===== src/rtl/bus_arbiter_pkg.sv =====
// Shared types and constants for the four-master bus arbiter: owner encoding,
// active-low level names, default hold timeout, scan and grant-decode helpers.
package bus_arbiter_pkg;

  localparam int unsigned BUS_MASTER_CH       = 4;
  localparam int unsigned BUS_TIMEOUT_DEFAULT = 256;
  localparam int unsigned HOLD_CNT_W          = 16;

  typedef logic [1:0] BusOwnerBus;

  localparam BusOwnerBus BUS_OWNER_MASTER_0 = 2'd0;
  localparam BusOwnerBus BUS_OWNER_MASTER_1 = 2'd1;
  localparam BusOwnerBus BUS_OWNER_MASTER_2 = 2'd2;
  localparam BusOwnerBus BUS_OWNER_MASTER_3 = 2'd3;

  localparam logic ENABLE_  = 1'b0;
  localparam logic DISABLE_ = 1'b1;

  // First active requester at owner+1, owner+2, owner+3 (mod 4); owner if none.
  function automatic BusOwnerBus scan_next(input BusOwnerBus cur,
                                           input logic [BUS_MASTER_CH-1:0] req);
    BusOwnerBus idx;
    scan_next = cur;
    for (int k = BUS_MASTER_CH - 1; k >= 1; k--) begin
      idx = cur + 2'(k);
      if (req[idx]) scan_next = idx;
    end
  endfunction

  function automatic logic [BUS_MASTER_CH-1:0] owner_onehot(input BusOwnerBus o);
    owner_onehot = 4'b0001 << o;
  endfunction

  // Active-low grant vector: only the owner's bit is low.
  function automatic logic [BUS_MASTER_CH-1:0] grant_decode(input BusOwnerBus o);
    grant_decode = ~owner_onehot(o);
  endfunction

endpackage


===== src/rtl/bus_arbiter_if.sv =====
// Request/grant bundle between the four bus masters and the arbiter.
interface bus_arbiter_if;
  import bus_arbiter_pkg::*;

  logic       m0_req_, m1_req_, m2_req_, m3_req_;
  logic       m0_grant_, m1_grant_, m2_grant_, m3_grant_;
  BusOwnerBus owner;
  logic       timeout_;

  modport master (
    output m0_req_, m1_req_, m2_req_, m3_req_,
    input  m0_grant_, m1_grant_, m2_grant_, m3_grant_, owner, timeout_
  );

  modport slave (
    input  m0_req_, m1_req_, m2_req_, m3_req_,
    output m0_grant_, m1_grant_, m2_grant_, m3_grant_, owner, timeout_
  );
endinterface


===== src/rtl/bus_arb_timer.sv =====
// Contended-hold counter with terminal-count detect; used by bus_arbiter only
// when BUS_ARB_TIMEOUT_EN is defined.
module bus_arb_timer
  import bus_arbiter_pkg::*;
#(
  parameter int unsigned TIMEOUT_CYCLES = BUS_TIMEOUT_DEFAULT
) (
  input  logic clk,
  input  logic reset_,
  input  logic i_contended,
  input  logic i_clear,
  output logic o_tc_c
);

  localparam logic [HOLD_CNT_W-1:0] LP_LAST = HOLD_CNT_W'(TIMEOUT_CYCLES - 1);

  logic [HOLD_CNT_W-1:0] r_hold_cnt;

  assign o_tc_c = i_contended && (r_hold_cnt == LP_LAST);

  always_ff @(posedge clk or negedge reset_) begin
    if (!reset_) begin
      r_hold_cnt <= '0;
    end else if (i_clear || !i_contended) begin
      r_hold_cnt <= '0;
    end else begin
      r_hold_cnt <= r_hold_cnt + HOLD_CNT_W'(1);
    end
  end

endmodule


===== src/rtl/bus_arbiter.sv =====
// Round-robin, parking bus arbiter for four active-low masters.
// Optional forced handover on long contended holds: define BUS_ARB_TIMEOUT_EN.
module bus_arbiter
  import bus_arbiter_pkg::*;
#(
  parameter int unsigned TIMEOUT_CYCLES = BUS_TIMEOUT_DEFAULT
) (
  input  logic         clk,
  input  logic         reset_,
  bus_arbiter_if.slave bus
);

  logic [BUS_MASTER_CH-1:0] w_req;
  logic                     w_owner_req;
  logic                     w_others_req;
  logic                     w_force;
  logic                     w_handover;
  BusOwnerBus               w_owner_nxt;
  BusOwnerBus               r_owner;
  logic [BUS_MASTER_CH-1:0] r_grant_;

  // Out-of-range timeouts leave a marker scope in the hierarchy.
  if (TIMEOUT_CYCLES == 0 || TIMEOUT_CYCLES > 65535) begin : g_timeout_out_of_range
    localparam int unsigned LP_BAD_TIMEOUT = TIMEOUT_CYCLES;
  end

  assign w_req        = ~{bus.m3_req_, bus.m2_req_, bus.m1_req_, bus.m0_req_};
  assign w_owner_req  = w_req[r_owner];
  assign w_others_req = |(w_req & ~owner_onehot(r_owner));
  assign w_handover   = (!w_owner_req && w_others_req) || w_force;
  assign w_owner_nxt  = w_handover ? scan_next(r_owner, w_req) : r_owner;

  // Grants are registered alongside owner so they never see a req_ glitch.
  always_ff @(posedge clk or negedge reset_) begin
    if (!reset_) begin
      r_owner  <= BUS_OWNER_MASTER_0;
      r_grant_ <= grant_decode(BUS_OWNER_MASTER_0);
    end else begin
      r_owner  <= w_owner_nxt;
      r_grant_ <= grant_decode(w_owner_nxt);
    end
  end

  assign bus.owner     = r_owner;
  assign bus.m0_grant_ = r_grant_[0];
  assign bus.m1_grant_ = r_grant_[1];
  assign bus.m2_grant_ = r_grant_[2];
  assign bus.m3_grant_ = r_grant_[3];

`ifdef BUS_ARB_TIMEOUT_EN
  logic w_tc_c;
  logic r_timeout_;

  bus_arb_timer #(
    .TIMEOUT_CYCLES (TIMEOUT_CYCLES)
  ) u_timer (
    .clk         (clk),
    .reset_      (reset_),
    .i_contended (w_owner_req && w_others_req),
    .i_clear     (w_handover),
    .o_tc_c      (w_tc_c)
  );

  assign w_force = w_tc_c;

  always_ff @(posedge clk or negedge reset_) begin
    if (!reset_) r_timeout_ <= DISABLE_;
    else         r_timeout_ <= w_force ? ENABLE_ : DISABLE_;
  end

  assign bus.timeout_ = r_timeout_;
`else
  assign w_force      = 1'b0;
  assign bus.timeout_ = DISABLE_;
`endif

endmodule


===== src/flat_wrapper.sv =====
// flat-port wrapper written by rule: the top's interface ports become plain ports
module bus_arbiter_flat import bus_arbiter_pkg::*;
#(
  parameter int unsigned TIMEOUT_CYCLES = BUS_TIMEOUT_DEFAULT
)
  (clk, reset_, bus_m0_req_, bus_m1_req_, bus_m2_req_, bus_m3_req_, bus_m0_grant_, bus_m1_grant_, bus_m2_grant_, bus_m3_grant_, bus_owner, bus_timeout_);
  bus_arbiter_if bus_i ();
  input  logic clk;
  input  logic reset_;
  input wire logic [$bits(bus_i.m0_req_)-1:0] bus_m0_req_;
  input wire logic [$bits(bus_i.m1_req_)-1:0] bus_m1_req_;
  input wire logic [$bits(bus_i.m2_req_)-1:0] bus_m2_req_;
  input wire logic [$bits(bus_i.m3_req_)-1:0] bus_m3_req_;
  output wire logic [$bits(bus_i.m0_grant_)-1:0] bus_m0_grant_;
  output wire logic [$bits(bus_i.m1_grant_)-1:0] bus_m1_grant_;
  output wire logic [$bits(bus_i.m2_grant_)-1:0] bus_m2_grant_;
  output wire logic [$bits(bus_i.m3_grant_)-1:0] bus_m3_grant_;
  output wire logic [$bits(bus_i.owner)-1:0] bus_owner;
  output wire logic [$bits(bus_i.timeout_)-1:0] bus_timeout_;
  assign bus_i.m0_req_ = bus_m0_req_;
  assign bus_i.m1_req_ = bus_m1_req_;
  assign bus_i.m2_req_ = bus_m2_req_;
  assign bus_i.m3_req_ = bus_m3_req_;
  assign bus_m0_grant_ = bus_i.m0_grant_;
  assign bus_m1_grant_ = bus_i.m1_grant_;
  assign bus_m2_grant_ = bus_i.m2_grant_;
  assign bus_m3_grant_ = bus_i.m3_grant_;
  assign bus_owner = bus_i.owner;
  assign bus_timeout_ = bus_i.timeout_;
  bus_arbiter #(.TIMEOUT_CYCLES(TIMEOUT_CYCLES)) u_core (.clk(clk), .reset_(reset_), .bus(bus_i));
endmodule

===== config.mk =====
export PLATFORM = sky130hd
export DESIGN_NAME = bus_arbiter_flat
export DESIGN_NICKNAME = d
export VERILOG_FILES = /design/src/rtl/bus_arbiter_pkg.sv /design/src/rtl/bus_arbiter_if.sv /design/src/rtl/bus_arb_timer.sv /design/src/rtl/bus_arbiter.sv /design/src/flat_wrapper.sv
export SDC_FILE = /design/constraint.sdc
export NUM_CORES = 1
export LEC_CHECK = 0
export CORE_AREA = 2 2 39 41
export DETAILED_ROUTE_END_ITERATION = 10
export DIE_AREA = 0 0 41 43
export GPL_TIMING_DRIVEN = 0
export HOLD_SLACK_MARGIN = 0.06
export PLACE_DENSITY_LB_ADDON = 0.05
export SYNTH_ARGS = -nofsm -noshare
export SYNTH_HDL_FRONTEND = slang
export SYNTH_SLANG_ARGS = --single-unit

===== constraint.sdc =====
create_clock -name clk -period 4.55 [get_ports clk]
set_input_delay 0.6825 -clock clk [delete_from_list [all_inputs] [get_ports clk]]
set_output_delay 0.6825 -clock clk [all_outputs]
set_load 0.005 [all_outputs]

### Yosys cells after proc, flatten, opt, wreduce, memory -nomap -nowiden

Index checks and enable logic that the tools add are counted.

| storage, ports and cells | value |
|---|---|
| register bits after elaboration | 6 |
| bits of input ports | 6 |
| output and inout bits | 7 |

| operators by class | value |
|---|---|
| add/subtract/negate cells | 3 |
| magnitude comparators | 4 |
| shift operators | 2 |
| multiplexer cells | 12 |
| bitwise operators | 4 |
| reduce and logical (&&, ||, !) cells | 3 |

Operators by type and width:

| kind | number |
|---|---|
| $lt 2x3->1 const B | 4 |
| $not 4->4 | 3 |
| $bmux 1 s2 | 4 |
| $mux 2 | 4 |
| $shl 1x2->4 const A | 2 |
| $add 2x2->2 const B | 2 |
| $and 4x4->4 | 1 |
| $mux 1 | 4 |
| $reduce_or 4->1 | 1 |
| $add 2x1->2 const B | 1 |
| $logic_and 1x1->1 | 1 |
| $logic_not 1->1 | 1 |

### Logic depth before layout (Yosys ltp)

Gate-level depths: netlist of run 1.

| logic depth | value |
|---|---|
| depth in word-level cells | 9 |
| gate-level depth with buffers | 9 |
| gate-level depth less buffers | 8 |

### Worst setup path before layout of run 1

Ideal clock, no wire load.

| timing | value |
|---|---|
| path kind | reg2reg |
| start point | register u_core.r_owner[1] (netlist: u_core.bus.owner[1]) |
| end point | register u_core.r_grant_[1] |
| arrival time | 1807 ps |
| required time | 4468 ps |
| slack | 2661 ps |
| stages on the path, launching flop included | 8 |
| period minus slack after synthesis | 1889 ps |
| path through | dfrtp_1 > inv_1 > ha_1 > inv_1 > o221ai_1 > o221ai_1 > a22o_1 > or2_1 |

| on the way | value |
|---|---|
| longest elaborated chain between the ends | 9 |
| elaborated cells on any way between the ends | 23 |
| classes of those cells | add/sub (3); shift (2); mux (12); bitwise (3); reduce/logical (3) |

RTL lines:

| item | line | text |
|---|---|---|
| start: declaration | bus_arbiter.sv:19 | `BusOwnerBus r_owner;` |
| start signal: assignment | bus_arbiter.sv:39 | `r_owner <= w_owner_nxt;` |
| $add 2x2->2 | bus_arbiter_pkg.sv:25 | `idx = cur + 2'(k);` |
| $bmux 1 s2 | bus_arbiter_pkg.sv:26 | `if (req[idx]) scan_next = idx;` |
| $mux 1 (not written as such) | bus_arbiter_pkg.sv:26 |  |
| $mux 2 (3 in a row) | bus_arbiter_pkg.sv:26 |  |
| $mux 2 * | bus_arbiter.sv:31 | `assign w_owner_nxt = w_handover ? scan_next(r_owner, w_req) : r_owner;` |
| via u_core.w_owner_nxt[1] | bus_arbiter.sv:18 | `BusOwnerBus w_owner_nxt;` |
| $shl 1x2->4 * | bus_arbiter_pkg.sv:31 | `owner_onehot = 4'b0001 << o;` |
| $not 4->4 * | bus_arbiter_pkg.sv:36 | `grant_decode = ~owner_onehot(o);` |
| end signal: assignment | bus_arbiter.sv:37 | `r_grant_ <= grant_decode(BUS_OWNER_MASTER_0);` |
| end signal: assignment | bus_arbiter.sv:40 | `r_grant_ <= grant_decode(w_owner_nxt);` |
| end: declaration | bus_arbiter.sv:20 | `logic [BUS_MASTER_CH-1:0] r_grant_;` |

Mark *: on every way through the listed nets, which the timed path passes. The rest lies on a longest branch. The select of a mux whose other input is x is not followed.

### Worst setup path in the final report of run 1

| timing | value |
|---|---|
| start point | input port bus_m3_req_ |
| end point | register u_core.r_grant_[0] |

| on the way | value |
|---|---|
| longest elaborated chain between the ends | 9 |
| elaborated cells on any way between the ends | 19 |
| classes of those cells | shift (1); mux (12); bitwise (3); reduce/logical (3) |

RTL lines:

| item | line | text |
|---|---|---|
| start: declaration | flat_wrapper.sv:13 | `input wire logic [$bits(bus_i.m3_req_)-1:0] bus_m3_req_;` |
| $not 4->4 * | bus_arbiter.sv:27 | `assign w_req = ~{bus.m3_req_, bus.m2_req_, bus.m1_req_, bus.m0_req_};` |
| $bmux 1 s2 | bus_arbiter_pkg.sv:26 |  |
| $mux 1 (not written as such) | bus_arbiter_pkg.sv:26 |  |
| $mux 2 (3 in a row) | bus_arbiter_pkg.sv:26 |  |
| $mux 2 * | bus_arbiter.sv:31 |  |
| via u_core.w_owner_nxt[1] | bus_arbiter.sv:18 |  |
| $shl 1x2->4 * | bus_arbiter_pkg.sv:31 |  |
| $not 4->4 * | bus_arbiter_pkg.sv:36 |  |

Marks and branches as above.

==> results.md, run 1 <==
| Group | Result | Value |
| --- | --- | --- |
| synth | Area share of the largest cell type after synthesis | 0.169 |
| timing | Share of the clock period used by the worst path | 0.496 |
| floorplan | Starting utilization of the core area | 0.337 |
| timing | Hold violation total from the final report | 0 |
| floorplan | Floorplan row count | 14 |
| critical path | Critical Path RT | 4660 ps |
| synth | Mean instance size in the synthesized netlist | 9.93 um2 |
| placement | Area post-placement | 597 um2 |
| detailed routing | Uppermost layer routed | met4 |
| detailed routing | Met2 wire length | 515 um |
| critical path | Setup Crit Path Kind | in -> reg |
| detailed routing | M1 wire length | 414 um |
| synth | Cell types occupying the most area after synthesis | sky130_fd_sc_hd__dfstp_2, sky130_fd_sc_hd__dfrtp_1, sky130_fd_sc_hd__ha_1 |
| global routing | Antenna violations before repair | 0 |
| synth | Area fraction in compound gates after synthesis | 0.290 |
| cells and area | Final std cells w/o fill | 78 |
| critical path | Highest fanout seen on the critical path | 7 |
| critical path | Critical path startpoint category | input pin |
| synth | Post-Synth Adder-Cell Area | 0.107 |
| critical path | Sort of element at the end of the critical path | register |
| placement | Routability cong. | 0.633 |
| cells and area | Diode insertion count for antenna repair | 0 |
| synth | Share of synthesized area occupied by flip-flops and latches | 0.330 |
| synth | Number of flops mapped to enable cells by yosys | 0 |
| detailed routing | Routed Wire Length | 984 um |
| critical path | Series of cell instances along the critical path | clkdlybuf4s50_1 > mux4_2 > o21ai_2 > a311oi_1 > a22o_1 > nand2b_1 |
| synth | Top cell type by total area after synthesis | sky130_fd_sc_hd__dfstp_2 |
| placement | Port Buffer Count | 11 |
| global routing | Global-route wire length before repair | 1610 um |
| critical path | Data arrival time of the critical path | 2360 ps |
| cts | TritonCTS buffer count | 3 |
| timing | Min cycle time layout | 2260 ps |
| synth | Synthesized-area fraction occupied by and/or/nand/nor cells | 0.123 |
| synth | Fraction of synthesized cell area in xor and xnor cells | 0 |
| cts | Clk Tree Root Cell | sky130_fd_sc_hd__clkbuf_4 |
| placement | Half-perimeter wire length after detailed placement | 740 um |
| detailed routing | DR vias/cell | 5.36 |
| power and ir drop | Total power consumption of the routed design | 0.440 mW |
| synth | Ys async rst share | 1.00 |
| cells and area | NumNets Final | 73 |
| cts | Post-CTS Hold Buffers | 0 |
| floorplan | Overall die width | 41 um |
| global routing | Largest net degree at the start of global routing | 11 |
| floorplan | IO Pins | 13 |
| synth | Synthesized flop and latch total | 6 |
| run status | Status | finished, final reports clean |
| detailed routing | Met3 wire length | 36 um |
| global routing | Tot GR Track Use | 0.132 |
| synth | Dominant combinational cell family by area after synthesis | compound AO/OA/AOI/OAI gates |
| power and ir drop | Leakage | 0.263 nW |
| cts | Cells resized by post-CTS repair | 0 |
| synth | Multiplexer share of the synthesized area | 0.0697 |
| cells and area | Layout cell share with drive strength beyond 1 | 0.194 |
| critical path | Largest delay contributor family on the critical path | buffers and inverters |
| worst hold path | Path class of the lowest-slack min-delay path | in -> async |
| synth | Number of standard cells after synthesis | 47 |
| timing | Sum Neg Setup Slack | 0 ps |
| job | Max-cap viol count | 0 |
| detailed routing | Total DRC errors in the routed layout | 0 |
| detailed routing | Drt first-iter violations | 7 |
| floorplan | Placeable core region | 1380 um2 |
| cts | Number of buffers inserted to repair setup after CTS | 0 |
| detailed routing | Routed WL per cell | 12.6 um |
| timing | Max-slew violations | 0 |
| placement | Total placed cells including tap cells | 74 |
| detailed routing | Routed Antenna Nets | 0 |
| global routing | Via count of the first global-routing pass | 372 |
| timing | Clock tree skew after final layout | 8.99 ps |
| cts | Worst-skew pair later-pin latency | 250 ps |
| critical path | Worst path slowest cell | sky130_fd_sc_hd__clkdlybuf4s50_1 |
| cells and area | Design Area, Final | 623 um2 |
| cells and area | Area added between synthesis and finish | 33.5% |
| detailed routing | Vias after detailed routing | 418 |
| power and ir drop | Worst IR Drop VDD | 0.290 mV |
| cts | Total number of H-tree levels | 1 |
| synth | Primary FF master, synth | sky130_fd_sc_hd__dfstp_2 |
| cts | Maximum root-to-sink buffer count | 2 |
| synth | Netlist area before placement | 467 um2 |
| synth | Ys Warns | 0 |
| timing | Unrepaired setup endpoints after global routing | false |
| floorplan | Die Ht | 43 um |
| cells and area | FILL cells | 144 |
| floorplan | Total Die Area | 1760 um2 |
| timing | Count of endpoints failing setup in the final report | 0 |
| power and ir drop | Power per Cell Area | 706 nW/um2 |
| cts | TritonCTS sink count | 6 |
| global routing | Remaining Overflow, GRT | 0 |
| critical path | Crit path largest cell delay | 530 ps |
| cts | Clock transition time at the flip-flop clock pins of the worst setup and hold paths | 50 ps |
| synth | Number of different library cells in the post-synthesis netlist | 29 |
| detailed routing | First-pass DRT Iterations | 3 |
| critical path | Buffering stage count on the worst path with inverters included | 1 |
| cts | TritonCTS clock tree | yes |
| synth | Net count after synthesis | 57 |
| timing | Highest clock frequency the design can meet | 443 MHz |
==> synth_stat cells (2+ instances only) <==
| cell type | n |
|---|---|
| sky130_fd_sc_hd__ha_1 | 4 |
| sky130_fd_sc_hd__inv_1 | 4 |
| sky130_fd_sc_hd__nand2_1 | 4 |
| sky130_fd_sc_hd__dfrtp_1 | 3 |
| sky130_fd_sc_hd__dfstp_2 | 3 |
| sky130_fd_sc_hd__o22ai_1 | 3 |
| sky130_fd_sc_hd__a211oi_1 | 2 |
| sky130_fd_sc_hd__nand2b_1 | 2 |
| sky130_fd_sc_hd__o221ai_1 | 2 |
==> metrics by stage <==
stage,setup slack [ps],util,hold slack [ps]
after global placement,2020,0.431,794
after detailed placement,2040,0.431,800
after floorplan,2660,-,387
final,2290,0.450,664
after global routing,2080,0.450,689
after CTS,2290,0.450,673
==> cells by family after synthesis <==
kind of cell | count (synthesis)
buffers and inverters | 6
and+or+nand+nor | 11
other | 1
DFF | 6
AOI/OAI and AO/OA | 17
adders and majority gates | 4
muxes | 2
==> registers in the layout, indices dropped and copies added, names as in the netlist <==
name / flops
u_core.r_grant_: 4
u_core.bus.owner: 2
==> routing by layer <==
layer | track usage | up-vias
met5 | 0 | -
met4 | 0.0800 | 0
met3 | 0 | 2
met2 | 0.222 | 9
met1 | 0.156 | 203
li1 | - | 204
==> power by group <==
group	switching (mW)	total [mW]	internal, mW
combinational	0.138	0.282	0.144
sequential	0.0194	0.105	0.0852
clock	0.0201	0.0533	0.0333
==> cell usage in the layout (no fill, tap or decap), types with 3 or more instances in the layout <==
cell type                         Yosys  final
sky130_fd_sc_hd__clkdlybuf4s50_1      0     11
sky130_fd_sc_hd__inv_1                4      4
sky130_fd_sc_hd__nand2_1              4      4
sky130_fd_sc_hd__ha_1                 4      4
sky130_fd_sc_hd__o22ai_1              3      3
sky130_fd_sc_hd__clkbuf_4             0      3
sky130_fd_sc_hd__dfrtp_1              3      3
sky130_fd_sc_hd__dfstp_2              3      3
==> path summary, 6_finish.rpt <==
| kind | start | to | slack [ps] | depth (start not counted) |
|---|---|---|---|---|
| worst max-delay path | bus_m3_req_ | u_core.r_grant_[0] | 2290 | 6 |
| min in group clk | u_core.bus.owner[0] | u_core.bus.owner[0] | 800 | 3 |
| worst min-delay path | reset_ | u_core.bus.owner[1] | 660 | 1 |
| worst max register to register | u_core.bus.owner[1] | u_core.r_grant_[0] | 2350 | 7 |
| max in group asynchronous | reset_ | u_core.r_grant_[2] | 3610 | 1 |
| worst min register to register | u_core.bus.owner[0] | u_core.bus.owner[0] | 800 | 3 |
==> cell type report <==
class | instances | area, um2 | area share
plain buffers | 2 | 18.8 | 0.0301
clock buffers | 4 | 26.3 | 0.0422
inverters | 4 | 15.0 | 0.0241
multi-input cells | 35 | 279 | 0.448
flip-flops and latches | 6 | 154 | 0.247
well taps | 16 | 20.0 | 0.0321
repair buffers | 11 | 110 | 0.177
(Power assumes the default switching activity.)
==> inputs of run 2 (changes only) <==
clock period = 2.3 ns   (was 4.55 ns; I/O delays follow)
==> run 2 against run 1 <==
Power grew 100%; cell area rose by 1.4%; sequential share of layout area down 0.14 points; first-iteration DRC count fell by 71%; clock power grew 97%; critical path depth up 2; via count is 0.96% lower; sequential cell count did not move; register-to-register slack lost 2100 ps; hold slack worse by 340 ps; critical path type is now reg -> reg.
==> results.md, run 2 (synthesized netlist as in run 1, its figures left out) <==
| Group | Result | Value |
| --- | --- | --- |
| run status | Status | finished, final reports clean |
| global routing | Tot GR Track Use | 0.132 |
| cts | TritonCTS clock tree | yes |
| critical path | Critical path startpoint category | register |
| global routing | Largest net degree at the start of global routing | 11 |
| placement | Area post-placement | 597 um2 |
| critical path | Highest fanout seen on the critical path | 10 |
| timing | Count of endpoints failing setup in the final report | 0 |
| timing | Max-slew violations | 0 |
| power and ir drop | Total power consumption of the routed design | 0.885 mW |
| floorplan | Floorplan row count | 14 |
| detailed routing | Total DRC errors in the routed layout | 0 |
| cts | Worst-skew pair later-pin latency | 250 ps |
| detailed routing | DR vias/cell | 5.31 |
| timing | Share of the clock period used by the worst path | 0.906 |
| cts | TritonCTS buffer count | 3 |
| cells and area | Most frequent cells in the layout | sky130_fd_sc_hd__clkdlybuf4s50_1, sky130_fd_sc_hd__inv_1, sky130_fd_sc_hd__nand2_1, sky130_fd_sc_hd__ha_1 |
| detailed routing | Routed WL per cell | 12.5 um |
| timing | Sum Neg Setup Slack | 0 ps |
| floorplan | Placeable core region | 1380 um2 |
| timing | Hold violation total from the final report | 0 |
| detailed routing | Routed Wire Length | 976 um |
| cells and area | Largest Register | u_core.r_grant_ |
| cells and area | Area added between synthesis and finish | 35.4% |
| cells and area | Max FFs per register | 4 |
| floorplan | Die Ht | 43 um |
| placement | Half-perimeter wire length after detailed placement | 740 um |
| power and ir drop | Power per Cell Area | 1400 nW/um2 |
| worst hold path | Path class of the lowest-slack min-delay path | in -> async |
| detailed routing | Vias after detailed routing | 414 |
| timing | Highest clock frequency the design can meet | 480 MHz |
| global routing | Via count of the first global-routing pass | 372 |
| cts | TritonCTS sink count | 6 |
| power and ir drop | Worst IR Drop VDD | 0.577 mV |
| global routing | Antenna violations before repair | 0 |
| cells and area | Layout cell share with drive strength beyond 1 | 0.226 |
| critical path | Capture instance of the worst register-to-register path | u_core.r_grant_[1] |
| critical path | Worst reg2reg path depth | 8 |
| floorplan | Starting utilization of the core area | 0.337 |
| detailed routing | Routed Antenna Nets | 0 |
| detailed routing | First-pass DRT Iterations | 3 |
| power and ir drop | Leakage | 0.263 nW |
| global routing | Met1 capacity usage during global routing | 0.156 |
| placement | Routability cong. | 0.633 |
| critical path | Critical Path RT | 2470 ps |
| cts | Total number of H-tree levels | 1 |
| critical path | Setup Crit Path Kind | reg -> reg |
| cts | Clk Tree Root Cell | sky130_fd_sc_hd__clkbuf_4 |
| floorplan | Overall die width | 41 um |
| placement | Port Buffer Count | 11 |
| cts | Post-CTS Hold Buffers | 0 |
| timing | Worst Hold Slack | 327 ps |
| critical path | Reg-to-reg startpoint | u_core.bus.owner[0] |
| global routing | Met2 Track Usage GR | 0.222 |
| timing | Min cycle time layout | 2080 ps |
| cts | Clock transition time at the flip-flop clock pins of the worst setup and hold paths | 50 ps |
| detailed routing | Drt first-iter violations | 2 |
| cells and area | Design Area, Final | 632 um2 |
| timing | Unrepaired setup endpoints after global routing | false |
| job | Max-cap viol count | 0 |
| cts | Maximum root-to-sink buffer count | 2 |
| critical path | Data arrival time of the critical path | 2250 ps |
| critical path | Minimum setup slack among reg-to-reg paths | 220 ps |
| global routing | Remaining Overflow, GRT | 0 |
| cells and area | NumNets Final | 73 |
| cells and area | Diode insertion count for antenna repair | 0 |
| global routing | Global-route wire length before repair | 1610 um |
| critical path | Sort of element at the end of the critical path | register |
| cells and area | Core Util, Final | 0.457 |
| cells and area | Most frequent standard cell in the layout excluding fill and tap cells | sky130_fd_sc_hd__clkdlybuf4s50_1 |
| global routing | Layer carrying the most global-route usage | met2 |
| global routing | GR met3 Demand/Resource | 0 |
| floorplan | Total Die Area | 1760 um2 |
| timing | Clock tree skew after final layout | 8.73 ps |
| floorplan | IO Pins | 13 |
run 2: cell counts in the layout (fill, tap and decap cells not counted):
No cell type changed its count.
run 2: layout make-up:
type	instances	area [um2]
Clock buffer	4	26.3
Sequential cell	6	155
Timing Repair Buffer	11	110
Buffer	2	18.8
Inverter	4	15.0
Tap cell	16	20.0
Fill cell	143	752
Multi-Input combinational cell	35	287
run 2: worst max path at each step:
stage,to,start,cells after the start
global placement,u_core.r_grant_[0],u_core.bus.owner[1],6
floorplan,u_core.r_grant_[1],u_core.bus.owner[1],7
CTS,u_core.r_grant_[0],u_core.bus.owner[1],6
detailed placement,u_core.r_grant_[0],u_core.bus.owner[1],6
global route,u_core.r_grant_[3],u_core.bus.owner[0],9
finish,u_core.r_grant_[1],u_core.bus.owner[0],8
run 2: metal layers:
metal	wire length [um]	part of all wire
met5	0	0
met4	18	0.018
met3	36	0.037
met2	512	0.52
met1	409	0.42
run 2: repair_timing:
item,4_1_cts,5_1_grt
setup buffers,0,0
gates resized for setup,0,2
setup endpoints to repair,0,5
run 2: worst max-delay path: stages (launching register included):
cell and delay, ps:
sky130_fd_sc_hd__dfrtp_1 400, sky130_fd_sc_hd__buf_6 160, sky130_fd_sc_hd__inv_1 90, sky130_fd_sc_hd__ha_1 430
sky130_fd_sc_hd__inv_1 110, sky130_fd_sc_hd__o221ai_1 190, sky130_fd_sc_hd__o221ai_1 150, sky130_fd_sc_hd__a22o_1 250
sky130_fd_sc_hd__or2_1 220
run 2: power by group:
group	switching, mW	leakage (nW)	total (mW)	internal, mW
registers	0.0386	0.0644	0.209	0.170
logic	0.277	0.184	0.570	0.293
clock network	0.0396	0.0150	0.105	0.0658
run 2: stage by stage:
| step | std cells | worst slack [ps] |
|---|---|---|
| after floorplan | 47 | 411 |
| after global placement | 74 | 79.1 |
| after detailed placement | 74 | 87.6 |
| after CTS | 78 | 72.1 |
| after global routing | 78 | 28.3 |
| final | 78 | 216 |
